--- src/rtl/cdb_arbiter_if.sv ---
// Result bus between the execution units and the CDB arbiter.
// The master side (execution units and CDB consumers) drives per-source results
// and observes the broadcast. The slave side (the arbiter) accepts results and
// drives the registered broadcast.
interface cdb_arbiter_if #(
  parameter int NUM_SRC   = 3,
  parameter int SRC_IDX_W = 2,
  parameter int ROB_W     = 5,
  parameter int DATA_W    = 32
);
  logic [NUM_SRC-1:0]        src_valid;
  logic [NUM_SRC*ROB_W-1:0]  src_rob_id;
  logic [NUM_SRC*DATA_W-1:0] src_val;
  logic [NUM_SRC-1:0]        src_ready;
  logic                      cdb_valid;
  logic [ROB_W-1:0]          cdb_rob_id;
  logic [DATA_W-1:0]         cdb_val;
  logic [SRC_IDX_W-1:0]      cdb_src;
  logic                      pending;

  modport master (
    output src_valid, src_rob_id, src_val,
    input  src_ready, cdb_valid, cdb_rob_id, cdb_val, cdb_src, pending
  );

  modport slave (
    input  src_valid, src_rob_id, src_val,
    output src_ready, cdb_valid, cdb_rob_id, cdb_val, cdb_src, pending
  );
endinterface

--- src/rtl/cdb_arbiter.sv ---
// Common-data-bus arbiter: one hold slot per execution unit, one result per
// cycle broadcast on a registered CDB feeding the ROB write port and the
// RS/LSB wakeup snoop. Grant order is oldest-ROB-entry-first relative to the
// ROB head (AGE_PRIO=1) or round-robin over the sources (AGE_PRIO=0).
module cdb_arbiter #(
  parameter int NUM_SRC   = 3,
  parameter int SRC_IDX_W = 2,
  parameter int ROB_W     = 5,
  parameter int DATA_W    = 32,
  parameter int AGE_PRIO  = 1
) (
  input  logic             clk_in,
  input  logic             rst_n_in,
  input  logic             rdy_in,
  input  logic             clear_in,
  input  logic [ROB_W-1:0] rob_head_in,
  cdb_arbiter_if.slave     bus
);

  // Hold slots
  logic [NUM_SRC-1:0] slot_v_q, slot_v_d;
  logic [ROB_W-1:0]   slot_id_q  [NUM_SRC];
  logic [ROB_W-1:0]   slot_id_d  [NUM_SRC];
  logic [DATA_W-1:0]  slot_val_q [NUM_SRC];
  logic [DATA_W-1:0]  slot_val_d [NUM_SRC];

  // Round-robin pointer and registered broadcast
  logic [SRC_IDX_W-1:0] rr_ptr_q, rr_ptr_d;
  logic                 cdb_valid_q, cdb_valid_d;
  logic [ROB_W-1:0]     cdb_rob_id_q, cdb_rob_id_d;
  logic [DATA_W-1:0]    cdb_val_q, cdb_val_d;
  logic [SRC_IDX_W-1:0] cdb_src_q, cdb_src_d;

  // Arbitration results
  logic                 grant_vld;
  logic [SRC_IDX_W-1:0] grant_idx;
  logic [NUM_SRC-1:0]   grant;
  logic [NUM_SRC-1:0]   accept;
  logic [NUM_SRC-1:0]   src_ready_w;
  logic [ROB_W-1:0]     in_id  [NUM_SRC];
  logic [DATA_W-1:0]    in_val [NUM_SRC];

  // Age-search and round-robin scratch
  logic [ROB_W-1:0]     cand_age;
  logic [ROB_W-1:0]     best_age;
  int                   rr_idx;
  logic [SRC_IDX_W-1:0] rr_sel;

  // Per-source handshake: a slot is free if empty, or if it is being granted
  // this cycle (the old entry leaves on the same edge the new one arrives).
  for (genvar gi = 0; gi < NUM_SRC; gi++) begin : gen_src
    assign in_id[gi]       = bus.src_rob_id[gi*ROB_W +: ROB_W];
    assign in_val[gi]      = bus.src_val[gi*DATA_W +: DATA_W];
    assign grant[gi]       = grant_vld && (grant_idx == SRC_IDX_W'(gi));
    assign src_ready_w[gi] = rdy_in & ~clear_in & (~slot_v_q[gi] | grant[gi]);
    assign accept[gi]      = bus.src_valid[gi] & src_ready_w[gi];
  end

  // Pick one valid slot: smallest distance from the ROB head, or first at/after rr_ptr.
  always_comb begin
    grant_vld = 1'b0;
    grant_idx = '0;
    cand_age  = '0;
    best_age  = '0;
    rr_idx    = 0;
    rr_sel    = '0;
    if (AGE_PRIO != 0) begin
      for (int i = 0; i < NUM_SRC; i++) begin
        cand_age = slot_id_q[i] - rob_head_in;
        // Strict compare keeps the lowest index on a duplicate id.
        if (slot_v_q[i] && (!grant_vld || (cand_age < best_age))) begin
          grant_vld = 1'b1;
          grant_idx = SRC_IDX_W'(i);
          best_age  = cand_age;
        end
      end
    end else begin
      for (int k = 0; k < NUM_SRC; k++) begin
        rr_idx = int'(rr_ptr_q) + k;
        if (rr_idx >= NUM_SRC) rr_idx = rr_idx - NUM_SRC;
        rr_sel = SRC_IDX_W'(rr_idx);
        if (!grant_vld && slot_v_q[rr_sel]) begin
          grant_vld = 1'b1;
          grant_idx = rr_sel;
        end
      end
    end
  end

  // Next state: flush beats grant and capture; a stalled pipeline holds everything.
  always_comb begin
    slot_v_d     = slot_v_q;
    rr_ptr_d     = rr_ptr_q;
    cdb_valid_d  = cdb_valid_q;
    cdb_rob_id_d = cdb_rob_id_q;
    cdb_val_d    = cdb_val_q;
    cdb_src_d    = cdb_src_q;
    for (int i = 0; i < NUM_SRC; i++) begin
      slot_id_d[i]  = slot_id_q[i];
      slot_val_d[i] = slot_val_q[i];
      if (accept[i]) begin
        slot_id_d[i]  = in_id[i];
        slot_val_d[i] = in_val[i];
      end
    end
    if (rdy_in) begin
      if (clear_in) begin
        slot_v_d    = '0;
        cdb_valid_d = 1'b0;
        rr_ptr_d    = '0;
      end else begin
        // A granted slot empties unless refilled on the same edge.
        slot_v_d = accept | (slot_v_q & ~grant);
        if (grant_vld) begin
          cdb_valid_d  = 1'b1;
          cdb_rob_id_d = slot_id_q[grant_idx];
          cdb_val_d    = slot_val_q[grant_idx];
          cdb_src_d    = grant_idx;
          rr_ptr_d     = (grant_idx == SRC_IDX_W'(NUM_SRC-1)) ? '0 : grant_idx + 1'b1;
        end else begin
          cdb_valid_d = 1'b0;
        end
      end
    end
  end

  // State registers with asynchronous active-low reset; in-flight results are dropped.
  always_ff @(posedge clk_in or negedge rst_n_in) begin
    if (!rst_n_in) begin
      slot_v_q     <= '0;
      rr_ptr_q     <= '0;
      cdb_valid_q  <= 1'b0;
      cdb_rob_id_q <= '0;
      cdb_val_q    <= '0;
      cdb_src_q    <= '0;
      for (int i = 0; i < NUM_SRC; i++) begin
        slot_id_q[i]  <= '0;
        slot_val_q[i] <= '0;
      end
    end else begin
      slot_v_q     <= slot_v_d;
      rr_ptr_q     <= rr_ptr_d;
      cdb_valid_q  <= cdb_valid_d;
      cdb_rob_id_q <= cdb_rob_id_d;
      cdb_val_q    <= cdb_val_d;
      cdb_src_q    <= cdb_src_d;
      for (int i = 0; i < NUM_SRC; i++) begin
        slot_id_q[i]  <= slot_id_d[i];
        slot_val_q[i] <= slot_val_d[i];
      end
    end
  end

  assign bus.src_ready  = src_ready_w;
  assign bus.cdb_valid  = cdb_valid_q;
  assign bus.cdb_rob_id = cdb_rob_id_q;
  assign bus.cdb_val    = cdb_val_q;
  assign bus.cdb_src    = cdb_src_q;
  assign bus.pending    = |slot_v_q;

endmodule

--- src/flat_wrapper.sv ---
// flat-port wrapper written by rule: the top's interface ports become plain ports
module cdb_arbiter_flat 
#(
  parameter int NUM_SRC   = 3,
  parameter int SRC_IDX_W = 2,
  parameter int ROB_W     = 5,
  parameter int DATA_W    = 32,
  parameter int AGE_PRIO  = 1
)
  (clk_in, rst_n_in, rdy_in, clear_in, rob_head_in, bus_src_valid, bus_src_rob_id, bus_src_val, bus_src_ready, bus_cdb_valid, bus_cdb_rob_id, bus_cdb_val, bus_cdb_src, bus_pending);
  cdb_arbiter_if #(.NUM_SRC(NUM_SRC), .SRC_IDX_W(SRC_IDX_W), .ROB_W(ROB_W), .DATA_W(DATA_W)) bus_i ();
  input  logic clk_in;
  input  logic rst_n_in;
  input  logic rdy_in;
  input  logic clear_in;
  input  logic [ROB_W-1:0] rob_head_in;
  input wire logic [$bits(bus_i.src_valid)-1:0] bus_src_valid;
  input wire logic [$bits(bus_i.src_rob_id)-1:0] bus_src_rob_id;
  input wire logic [$bits(bus_i.src_val)-1:0] bus_src_val;
  output wire logic [$bits(bus_i.src_ready)-1:0] bus_src_ready;
  output wire logic [$bits(bus_i.cdb_valid)-1:0] bus_cdb_valid;
  output wire logic [$bits(bus_i.cdb_rob_id)-1:0] bus_cdb_rob_id;
  output wire logic [$bits(bus_i.cdb_val)-1:0] bus_cdb_val;
  output wire logic [$bits(bus_i.cdb_src)-1:0] bus_cdb_src;
  output wire logic [$bits(bus_i.pending)-1:0] bus_pending;
  assign bus_i.src_valid = bus_src_valid;
  assign bus_i.src_rob_id = bus_src_rob_id;
  assign bus_i.src_val = bus_src_val;
  assign bus_src_ready = bus_i.src_ready;
  assign bus_cdb_valid = bus_i.cdb_valid;
  assign bus_cdb_rob_id = bus_i.cdb_rob_id;
  assign bus_cdb_val = bus_i.cdb_val;
  assign bus_cdb_src = bus_i.cdb_src;
  assign bus_pending = bus_i.pending;
  cdb_arbiter #(.NUM_SRC(NUM_SRC), .SRC_IDX_W(SRC_IDX_W), .ROB_W(ROB_W), .DATA_W(DATA_W), .AGE_PRIO(AGE_PRIO)) u_core (.clk_in(clk_in), .rst_n_in(rst_n_in), .rdy_in(rdy_in), .clear_in(clear_in), .rob_head_in(rob_head_in), .bus(bus_i));
endmodule
--- config.mk ---
export PLATFORM = sky130hd
export DESIGN_NAME = cdb_arbiter_flat
export DESIGN_NICKNAME = d
export VERILOG_FILES = /design/src/rtl/cdb_arbiter_if.sv /design/src/rtl/cdb_arbiter.sv /design/src/flat_wrapper.sv
export SDC_FILE = /design/constraint.sdc
export NUM_CORES = 1
export LEC_CHECK = 0
export CELL_PAD_IN_SITES_DETAIL_PLACEMENT = 0
export CELL_PAD_IN_SITES_GLOBAL_PLACEMENT = 2
export CORE_ASPECT_RATIO = 0.75
export CORE_MARGIN = 2
export CORE_UTILIZATION = 33
export DETAILED_ROUTE_END_ITERATION = 7
export PLACE_DENSITY_LB_ADDON = 0.1
export SETUP_SLACK_MARGIN = 0.2
export SLEW_MARGIN = 15
export SYNTH_ARGS = -nofsm -noshare
export SYNTH_HDL_FRONTEND = slang
export SYNTH_SLANG_ARGS = --single-unit
--- constraint.sdc ---
create_clock -name clk_in -period 7.8 [get_ports clk_in]
set_clock_uncertainty 0.15 [all_clocks]
set_input_delay 1.56 -clock clk_in [delete_from_list [all_inputs] [get_ports clk_in]]
set_output_delay 1.56 -clock clk_in [all_outputs]
set_load 0.01 [all_outputs]
==> results of run 1 <==
-- power by group through the flow --
stage | clock network [W] | registers [W] | logic, W
2_1_floorplan | 0 | 0.00127 | 0.000740
3_3_place_gp | 0 | 0.00128 | 0.00128
3_5_place_dp | 0 | 0.00129 | 0.00129
4_1_cts | 0.000830 | 0.00127 | 0.00137
5_1_grt | 0.000865 | 0.00131 | 0.00157
6_report | 0.000805 | 0.00127 | 0.00144
-- logic make-up (layout without fill, tap and decap cells) --
kind of cell    after synthesis  in the layout  share of synthesized area
mux                         111            111                      0.187
buf+inv                      47            249                     0.0386
simple gates                107            107                     0.0616
compound gates              124            124                      0.127
other cells                   0              1                          0
fa+ha+maj                    23             23                     0.0426
flops                       154            154                      0.528
xor+xnor                     12             12                     0.0144
-- cells in the final DEF, fill, tap and decap left out, types with 3 or more instances in the layout --
cell type,n
clkbuf_16,17
xnor2_1,7
ha_4,3
nor2b_1,3
xor2_1,3
clkinv_4,3
a221o_1,38
a21oi_2,6
nand2_1,85
clkdlybuf4s50_1,161
o21ai_0,5
mux2_2,79
mux2_4,30
nor2_1,5
inv_1,13
clkinvlp_4,4
inv_6,4
buf_4,36
dfrtp_1,154
o21a_1,4
a21oi_1,45
ha_1,17
a21o_1,10
-- stage by stage --
step                       util  hold slack [ns]  setup WS (ns)
after CTS                 0.457            0.343          0.221
after detailed placement  0.427            0.327         -0.404
after global placement    0.427            0.318         -0.241
after global routing      0.461            0.365         0.0806
final                     0.461            0.334          0.238
after floorplan               -            0.308          0.697
-- worst max-delay path, delay by kind of cell --
family | cells | cell delay (ns)
buf+inv | 6 | 1.28
compound gates | 7 | 1.14
fa+ha+maj | 3 | 0.90
simple gates | 5 | 0.84
xor+xnor | 1 | 0.14
-- cell usage after synthesis, types with 7 or more instances --
| library cell | count | area, um^2 |
|---|---|---|
| a221o_1 | 38 | 380 |
| clkbuf_1 | 12 | 45.0 |
| ha_1 | 20 | 250 |
| nand2_1 | 86 | 323 |
| dfrtp_1 | 154 | 3850 |
| inv_1 | 14 | 52.6 |
| a21oi_1 | 50 | 250 |
| o21ai_0 | 7 | 35.0 |
| xnor2_1 | 9 | 78.8 |
| mux2_4 | 30 | 450 |
| mux2_2 | 79 | 890 |
| a21o_1 | 10 | 75.1 |
-- layout make-up --
cell class              instances  area (um^2)  share of cell area
flip-flops and latches        154         3850               0.382
multi-input cells             377         3290               0.326
repair buffers                204         1950               0.193
clock buffers                  17          425              0.0422
well taps                     294          368              0.0365
clock inverters                14          138              0.0137
inverters                      14         52.6             0.00521
diodes                          1         2.50            0.000248
-- flip-flops by register name, indices dropped and copies added, names as in the netlist --
signal / count
u_core.slot_val_q: 96
u_core.slot_v_q: 3
u_core.bus.cdb_val: 32
u_core.bus.cdb_rob_id: 5
u_core.bus.cdb_src: 2
u_core.bus.cdb_valid: 1
u_core.slot_id_q: 15
-- repair_timing --
item / 4_1_cts / 5_1_grt
pin swaps: 7 / 11
gates resized for setup: 15 / 14
setup endpoints to repair: 3 / 3
hold buffers: 0 / 0
setup buffers: 8 / 2
-- routing by layer --
| layer | global-route usage | vias up | wire (um) |
|---|---|---|---|
| li1 | - | 2455 | - |
| met5 | 0 | - | 0 |
| met1 | 0.282 | 2569 | 10700 |
| met4 | 0.0367 | 0 | 216 |
| met3 | 0.0483 | 27 | 1230 |
| met2 | 0.271 | 163 | 9040 |
-- worst min path at each step --
stage | startpoint | end | slack, ns | cells after the start
finish | u_core.bus.cdb_src[0] | u_core.bus.cdb_src[0] | 0.33 | 2
global placement | u_core.bus.cdb_src[0] | u_core.bus.cdb_src[0] | 0.32 | 2
CTS | u_core.bus.cdb_src[0] | u_core.bus.cdb_src[0] | 0.34 | 2
global route | u_core.slot_val_q[94] | u_core.slot_val_q[94] | 0.36 | 1
detailed placement | u_core.bus.cdb_src[0] | u_core.bus.cdb_src[0] | 0.33 | 2
floorplan | u_core.slot_val_q[67] | u_core.slot_val_q[67] | 0.31 | 1
==> run summary, run 1 <==
clock sinks = 154
Nets = 914
Synth Register Bits = 154
internal power component = 0.00234 W
Worst path max stage delay = 0.48 ns
Worst R2R Path Depth = 24
kind of end point of the critical path = output port
Total Routing Usage GR = 0.187
Max Fanout on Critical Path = 5
total non-filler cell area in the finished layout = 10100 um^2
Finish-stage setup viols = 0
PortBufs = 166
WS Path Type = input pin to output port
Clock Latency Late Sink = 0.42 ns
Critical Path Start Type = input pin
number of global-route vias before repair = 5500
Synth Cell Area = 7290 um^2
Placer Congestion = 0.828
Worst Setup SP = rob_head_in[1]
syn_nets = 724
total power after layout = 0.00352 W
DP Cell Count = 1033
TritonCTS clock tree = built
drt pass-1 iters = 4
launching point of the worst reg2reg path = u_core.slot_id_q[10]
total wire length = 21200 um
Post-Syn Instances = 578
initial antenna violation count = 1
Die Ht = 133 um
crit share post-route = 0.970
Net Sw Frac = 0.334
worst ir drop on vdd = 0.000137 V
DRT iter0 DRCs = 303
pin count of the biggest net entering global routing = 91
relative contribution of the clock network to total power = 0.229
arrival time worst endpoint = 5.85 ns
endpoint of the worst-slack reg-to-reg timing path = u_core.bus.cdb_val[23]
core area = 21900 um^2
share of cells above drive strength 1 = 0.272
via-per-instance ratio = 4.85
placed cell areas = 9330 um^2
Worst setup endpoint = bus_src_ready[2]
wire length of the first global-routing pass = 33100 um
register-to-register setup slack = 2.57 ns
number of distinct standard cells referenced by the synthesized netlist = 44
Comb power frac = 0.410
TritonCTS buffer count = 17
I/O pin count = 167
sequential group share of total power = 0.362
number of standard cells in the layout, taps in and fillers out = 1075
ys async rst share = 1.00
CP required = 6.09 ns
slew at the pin with the worst max-slew slack = 1.06 ns
area added between synthesis and finish = 38.2%
drt wl/cell = 19.7 um
filler instances = 2008
die outline width = 176 um
count of flip-flops with a built-in enable after synthesis = 0
static power due to leakage = 4.30 nW
htree depth = 4
drt drc = 0
proportion of synthesized chip area in sequential cells = 0.528
max-slew violation count = 0
number of warnings issued by yosys = 0
clock slew seen by the registers of the worst setup and hold paths = 0.07 ns
worst min path class = flip-flop to flip-flop
max-cap violations = 0
total grt overflow = 0
most instantiated flip-flop cell in the synthesis netlist = dfrtp_1
RSZ-0062 raised after global routing = yes
hpwl dp = 13700 um
library cell contributing the largest single delay on the critical path = clkdlybuf4s50_1
minimum clock period after layout = 7.56 ns
pwr dens = 349 nW/um^2
maximum clock insertion buffer count = 2
Rows = 47
slew margin rel. = 0.289
Max Fclk = 132 MHz
antenna-violating nets left = 0
initial cell density of the core = 0.333
cells traversed along the worst timing path = clkdlybuf4s50_1, inv_2, buf_4, ha_1, a21o_1, a21oi_2, xnor2_1, nand2_1, ha_4, and4_4, a221oi_4, o21a_2, buf_2, o21a_1, ha_4, and2_4, nand3_2, a211oi_4, buf_4, o221ai_2, and2_2, dlygate4sd2_1
result of the run = complete, no violations
Final Hold Viols = 0
Clock Tree Root = clkbuf_16
Setup TNS = 0 ns
die area = 23300 um^2
net switching power = 0.00118 W
Syn Area/Cell = 12.6 um^2
via total after detailed routing = 5214
Power figures use the tool's default switching activity.
==> run 2, diff against run 1 <==
--- a/config.mk
+++ b/config.mk
@@ -8,7 +8,7 @@
 export CELL_PAD_IN_SITES_DETAIL_PLACEMENT = 0
 export CELL_PAD_IN_SITES_GLOBAL_PLACEMENT = 2
 export CORE_ASPECT_RATIO = 0.75
-export CORE_MARGIN = 2
+export CORE_MARGIN = 10
 export CORE_UTILIZATION = 33
 export DETAILED_ROUTE_END_ITERATION = 7
 export PLACE_DENSITY_LB_ADDON = 0.1
==> run 2 against run 1 <==
Combinational power about the same. Clock power up 10%. Via count grew 1.0%. Maximum frequency up 1.5%. Hold slack gained 0.0044 ns. Register-to-register slack about the same. Critical path depth stayed put.
==> run summary, run 2 (same netlist as run 1, synthesis figures left out) <==
slew margin rel. = 0.273 (-0.0154)
Worst Setup SP = rob_head_in[1]
initial cell density of the core = 0.333 (unchanged)
library cell contributing the largest single delay on the critical path = clkdlybuf4s50_1
wire length of the first global-routing pass = 35100 um (+6.0%)
worst min path class = flip-flop to flip-flop
maximum clock insertion buffer count = 2 (unchanged)
TritonCTS buffer count = 17 (unchanged)
total power after layout = 0.00361 W (+2.3%)
DRT iter0 DRCs = 306 (+0.99%)
max-slew violation count = 0 (unchanged)
Clock Tree Root = clkbuf_16
utilization after layout = 0.465 (+0.00435)
total non-filler cell area in the finished layout = 10200 um^2 (+0.94%)
RSZ-0062 raised after global routing = yes
Finish-stage setup viols = 0 (unchanged)
die area = 28500 um^2 (+22%)
Placer Congestion = 0.798 (-3.6%)
Final Hold Viols = 0 (unchanged)
share of cells above drive strength 1 = 0.272 (about the same)
I/O pin count = 167 (unchanged)
number of global-route vias before repair = 5881 (+6.9%)
count of buffer and inverter cells on the critical path = 5 (-1)
drt drc = 0 (unchanged)
slew at the pin with the worst max-slew slack = 1.09 ns (+0.0231 ns)
result of the run = complete, no violations
max reg flops = 96 (unchanged)
PortBufs = 166 (unchanged)
drt pass-1 iters = 4 (unchanged)
minimum clock period after layout = 7.45 ns (-0.114 ns)
antenna-violating nets left = 0 (unchanged)
placed cell areas = 9330 um^2 (about the same)
kind of end point of the critical path = output port
commonest cells after routing, fill and taps aside = clkdlybuf4s50_1, dfrtp_1, nand2_1, mux2_2, a21oi_1
endpoint of the worst-slack reg-to-reg timing path = u_core.slot_val_q[5]
arrival time worst endpoint = 5.74 ns (-0.11 ns)
crit share post-route = 0.955 (-0.0146)
Hold Path Stages = 2 (unchanged)
Max Fanout on Critical Path = 5 (unchanged)
max-cap violations = 0 (unchanged)
die outline width = 192 um (+9.1%)
initial antenna violation count = 0 (-1)
clock slew seen by the registers of the worst setup and hold paths = 0.07 ns (about the same)
TritonCTS clock tree = built
total wire length = 22700 um (+7.4%)
register-to-register setup slack = 2.56 ns (about the same)
Max Fclk = 134 MHz (+1.5%)
WS Path Type = input pin to output port
cell class contributing the biggest share of worst-path delay = compound AO/OA/AOI/OAI gates
commonest non-fill, non-tap cell in the layout = clkdlybuf4s50_1
Worst Hold Launch = u_core.bus.cdb_src[0]
Nets = 917 (+0.33%)
post-cts hold buffer count = 0 (unchanged)
register with the highest flop count = u_core.slot_val_q
end point of the worst hold path = u_core.bus.cdb_src[0]
drt wl/cell = 21.1 um (+7.1%)
area added between synthesis and finish = 39.6%
Rows = 47 (unchanged)
pwr dens = 354 nW/um^2 (+1.4%)
CP required = 6.09 ns (about the same)
launching point of the worst reg2reg path = u_core.slot_id_q[10]
Worst R2R Path Depth = 22 (-8.3%)
Clock Latency Late Sink = 0.43 ns (about the same)
htree depth = 4 (unchanged)
via total after detailed routing = 5268 (+1.0%)
Worst path max stage delay = 0.47 ns (about the same)
hpwl dp = 15200 um (+11%)
ANT cells = 0 (-1)
worst ir drop on vdd = 0.000143 V (+4.3%)
via-per-instance ratio = 4.89 (+0.75%)
clock sinks = 154 (unchanged)
Critical Path Start Type = input pin
cells traversed along the worst timing path = clkdlybuf4s50_1, inv_2, buf_4, ha_1, a21o_1, a21oi_2, xnor2_1, nand2_1, ha_4, and2_1, a221oi_2, o21a_2, nand2_1, o21a_1, ha_4, and2_4, nand3_1, a211oi_2, buf_4, o221ai_2, and2_2, clkdlybuf4s15_1
core area = 21900 um^2 (unchanged)
Die Ht = 149 um (+12%)
Total Routing Usage GR = 0.160 (-0.0271)
static power due to leakage = 4.35 nW (+1.1%)
pin count of the biggest net entering global routing = 85 (-6.6%)
total grt overflow = 0 (unchanged)
## run 2: changes by cell type in the layout (fill, tap and decap cells not counted), sizes merged
cell / before / now
clkdlybuf4s15: 1 / 2
clkinvlp: 4 / 2
diode: 1 / 0
inv: 19 / 17
clkbuf: 18 / 22
clkinv: 4 / 3
buf: 39 / 41
bufinv: 1 / 3
o21a: 6 / 7
dlygate4sd2: 2 / 1
## run 2: worst max path at each step
stage,slack (ns),depth (start not counted),to
2_1_floorplan,0.70,21,bus_src_ready[0]
4_1_cts,0.21,22,bus_src_ready[2]
3_5_place_dp,-0.51,21,bus_src_ready[0]
5_1_grt,0.08,22,bus_src_ready[2]
3_3_place_gp,-0.29,21,bus_src_ready[0]
6_report,0.35,22,bus_src_ready[2]
## run 2: layer usage
layer / up-vias / part of all wire / global-route usage / routed length [um]
li1: 2458 / - / - / -
met1: 2650 / 0.51 / 0.225 / 11500
met2: 145 / 0.44 / 0.238 / 9920
met5: - / 0 / 0 / 0
met4: 0 / 0.010 / 0.0398 / 229
met3: 15 / 0.048 / 0.0451 / 1090
## run 2: worst min-delay path, delay by kind of cell, from the launching register on
kind	cells	cell delay, ns
DFF	1	0.35
AOI/OAI and AO/OA	1	0.06
and+or+nand+nor	1	0.05
## run 2: through the flow
step | cells | worst slack (ns) | setup TNS [ns] | hold WS [ns]
floorplan | 578 | 0.697 | 0 | 0.308
global route | 1078 | 0.0827 | 0 | 0.349
finish | 1078 | 0.351 | 0 | 0.339
global placement | 1031 | -0.288 | -0.624 | 0.320
CTS | 1075 | 0.206 | 0 | 0.346
detailed placement | 1031 | -0.507 | -1.21 | 0.330
## run 2: final cells by class
type	count	area (um^2)
fillers	2035	11700
flip-flops and latches	154	3850
multi-input cells	378	3290
repair buffers	206	1990
clock buffers	21	470
well taps	294	368
clock inverters	11	158
inverters	14	52.6
## run 2: power by group
group	internal [W]	total (W)	switching, W
logic	0.000806	0.00144	0.000632
registers	0.00109	0.00128	0.000190
clock network	0.000535	0.000888	0.000354
## run 2: repair_timing
action | 4_1_cts | 5_1_grt
endpoints found under the setup margin | 3 | 3
gates cloned | 1 | 0
pin swaps | 4 | 8
resized for setup | 14 | 13
buffers inserted | 11 | 3
==> run 3, diff against run 2 <==
--- a/config.mk
+++ b/config.mk
@@ -8,7 +8,6 @@
 export CELL_PAD_IN_SITES_DETAIL_PLACEMENT = 0
 export CELL_PAD_IN_SITES_GLOBAL_PLACEMENT = 2
 export CORE_ASPECT_RATIO = 0.75
-export CORE_MARGIN = 10
 export CORE_UTILIZATION = 33
 export DETAILED_ROUTE_END_ITERATION = 7
 export PLACE_DENSITY_LB_ADDON = 0.1
==> run 3 against run 2 <==
Core utilization grew 0.45 points. Flip-flop and latch count did not move. Hold slack got worse by 0.0066 ns. Maximum frequency increased by 0.33%. Non-clock buffer count fell by 5. First-iteration DRC count decreased by 24%. Wire length shrank 9.0%. Sequential power barely moved. Via count down 0.49%. Die area down 20%. Final area shrank 1.2%. Critical endpoint unchanged. Highest routed layer is now met5.
==> run summary, run 3 (same netlist as run 1, synthesis figures left out) <==
die area = 22700 um^2 (-20%)
Max Fclk = 135 MHz (+0.33%)
kind of end point of the critical path = output port
total grt overflow = 0 (unchanged)
via total after detailed routing = 5242 (-0.49%)
Finish-stage setup viols = 0 (unchanged)
number of global-route vias before repair = 5493 (-6.6%)
DP Cell Count = 1023 (-0.78%)
count of buffer and inverter cells on the critical path = 5 (unchanged)
post-layout worst setup margin = 0.376 ns (+0.0243 ns)
Clock Tree Root = clkbuf_16
Worst path max stage delay = 0.48 ns (about the same)
clock slew seen by the registers of the worst setup and hold paths = 0.07 ns (about the same)
library cell contributing the largest single delay on the critical path = clkdlybuf4s50_1
CP required = 6.09 ns (about the same)
area added between synthesis and finish = 37.9%
initial cell density of the core = 0.341 (+0.00725)
DRT iter0 DRCs = 234 (-24%)
arrival time worst endpoint = 5.71 ns (-0.03 ns)
TritonCTS clock tree = built
initial antenna violation count = 2 (+2)
pwr dens = 349 nW/um^2 (-1.4%)
register with the highest flop count = u_core.slot_val_q
Max Fanout on Critical Path = 4 (-1)
Clock Latency Late Sink = 0.42 ns (about the same)
worst min path class = flip-flop to flip-flop
slew margin rel. = 0.280 (+0.00658)
number of standard cells in the layout, taps in and fillers out = 1068 (-0.93%)
cell class contributing the biggest share of worst-path delay = compound AO/OA/AOI/OAI gates
max reg flops = 96 (unchanged)
minimum clock period after layout = 7.42 ns (-0.0243 ns)
WS Path Type = input pin to output port
worst slack after detailed placement = -0.388 ns (+0.118 ns)
crit share post-route = 0.952 (-0.00312)
Total Routing Usage GR = 0.186 (+0.0261)
wire length of the first global-routing pass = 31800 um (-9.6%)
htree depth = 4 (unchanged)
commonest cells after routing, fill and taps aside = clkdlybuf4s50_1, dfrtp_1, nand2_1, mux2_2, a21oi_1
commonest non-fill, non-tap cell in the layout = clkdlybuf4s50_1
die outline width = 174 um (-9.4%)
drt wl/cell = 19.4 um (-8.2%)
max-slew violation count = 0 (unchanged)
antenna-violating nets left = 0 (unchanged)
hpwl dp = 13800 um (-9.5%)
core area = 21400 um^2 (-2.1%)
PortBufs = 166 (unchanged)
Critical Path Start Type = input pin
total wire length = 20700 um (-9.0%)
share of cells above drive strength 1 = 0.267 (-0.00433)
Rows = 46 (-2.1%)
cells traversed along the worst timing path = clkdlybuf4s50_1, inv_2, buf_4, ha_1, a21o_1, a21oi_2, xnor2_1, nand2_1, ha_1, and2_4, a221oi_4, o21a_2, nand2_1, o21a_1, ha_4, and2_4, nand3_1, a211oi_2, buf_4, o221ai_2, and2_2, clkdlybuf4s15_1
I/O pin count = 167 (unchanged)
Nets = 912 (-0.55%)
Final Hold Viols = 0 (unchanged)
worst ir drop on vdd = 0.000145 V (+1.3%)
Placer Congestion = 0.861 (+7.9%)
pin count of the biggest net entering global routing = 80 (-5.9%)
static power due to leakage = 4.29 nW (-1.3%)
clock sinks = 154 (unchanged)
filler instances = 1978 (-2.8%)
utilization after layout = 0.470 (+0.00450)
TritonCTS buffer count = 17 (unchanged)
max-cap violations = 0 (unchanged)
post-cts hold buffer count = 0 (unchanged)
via-per-instance ratio = 4.91 (+0.44%)
maximum clock insertion buffer count = 2 (unchanged)
drt pass-1 iters = 4 (unchanged)
result of the run = complete, no violations
Die Ht = 131 um (-12%)
RSZ-0062 raised after global routing = yes
slew at the pin with the worst max-slew slack = 1.08 ns (-0.00984 ns)
drt drc = 0 (unchanged)
-- run 3: cell types whose count changed in the layout (fill, tap and decap cells not counted), sizes merged --
cell,previous run,this run
inv,17,21
diode,0,2
clkbuf,22,20
clkdlybuf4s15,2,1
clkinv,3,2
buf,41,36
bufinv,3,1
clkinvlp,2,3
-- run 3: layout make-up --
class,count,area [um^2],area share
Multi-Input combinational cell,378,3270,0.325
Clock inverter,13,134,0.0133
Inverter,14,52.6,0.00523
Sequential cell,154,3850,0.383
Timing Repair Buffer,201,1940,0.193
Antenna cell,2,5.00,0.000498
Clock buffer,18,439,0.0437
Tap cell,288,360,0.0358
-- run 3: metal layers --
metal  vias up  GRT usage  wire, um
li1       2452          -         -
met1      2613      0.267     10300
met2       156      0.276      8930
met3        17     0.0501      1190
met4         4     0.0531       220
met5         -          0        25
-- run 3: worst paths after layout --
kind | from | end | slack, ns | cells after the start
max reg2reg | u_core.slot_id_q[10] | u_core.slot_val_q[81] | 2.39 | 26
min reg2reg | u_core.bus.cdb_src[0] | u_core.bus.cdb_src[0] | 0.33 | 2
min in group asynchronous | rst_n_in | u_core.bus.cdb_valid | 0.97 | 1
max in group asynchronous | rst_n_in | u_core.slot_val_q[11] | 5.02 | 2
min | u_core.bus.cdb_src[0] | u_core.bus.cdb_src[0] | 0.33 | 2
max | rob_head_in[1] | bus_src_ready[2] | 0.38 | 22
-- run 3: repair_timing --
item	4_1_cts	5_1_grt
endpoints found under the hold margin	0	0
setup buffers	9	2
cloned	1	0
pin swaps	4	12
resized for setup	13	14
endpoints found under the setup margin	3	3
-- run 3: where the power goes --
group	internal [W]	leakage (nW)	switching (W)
registers	0.00109	1.86	0.000186
clock network	0.000455	0.273	0.000356
logic	0.000809	2.16	0.000617
-- run 3: worst min-delay path, stage by stage (launching register included) --
cell	delay, ns
dfrtp_1	0.34
nand2_1	0.05
o21ai_0	0.06
-- run 3: per-stage QoR --
step                TNS (ns)  hold WS (ns)  cell area (um^2)  power, W
floorplan                  0         0.308              7290   0.00201
global placement      -0.569         0.319              9310   0.00254
detailed placement    -0.876         0.321              9310   0.00257
CTS                        0         0.337             10000   0.00350
global route               0         0.348             10100   0.00373
finish                     0         0.332             10100   0.00351
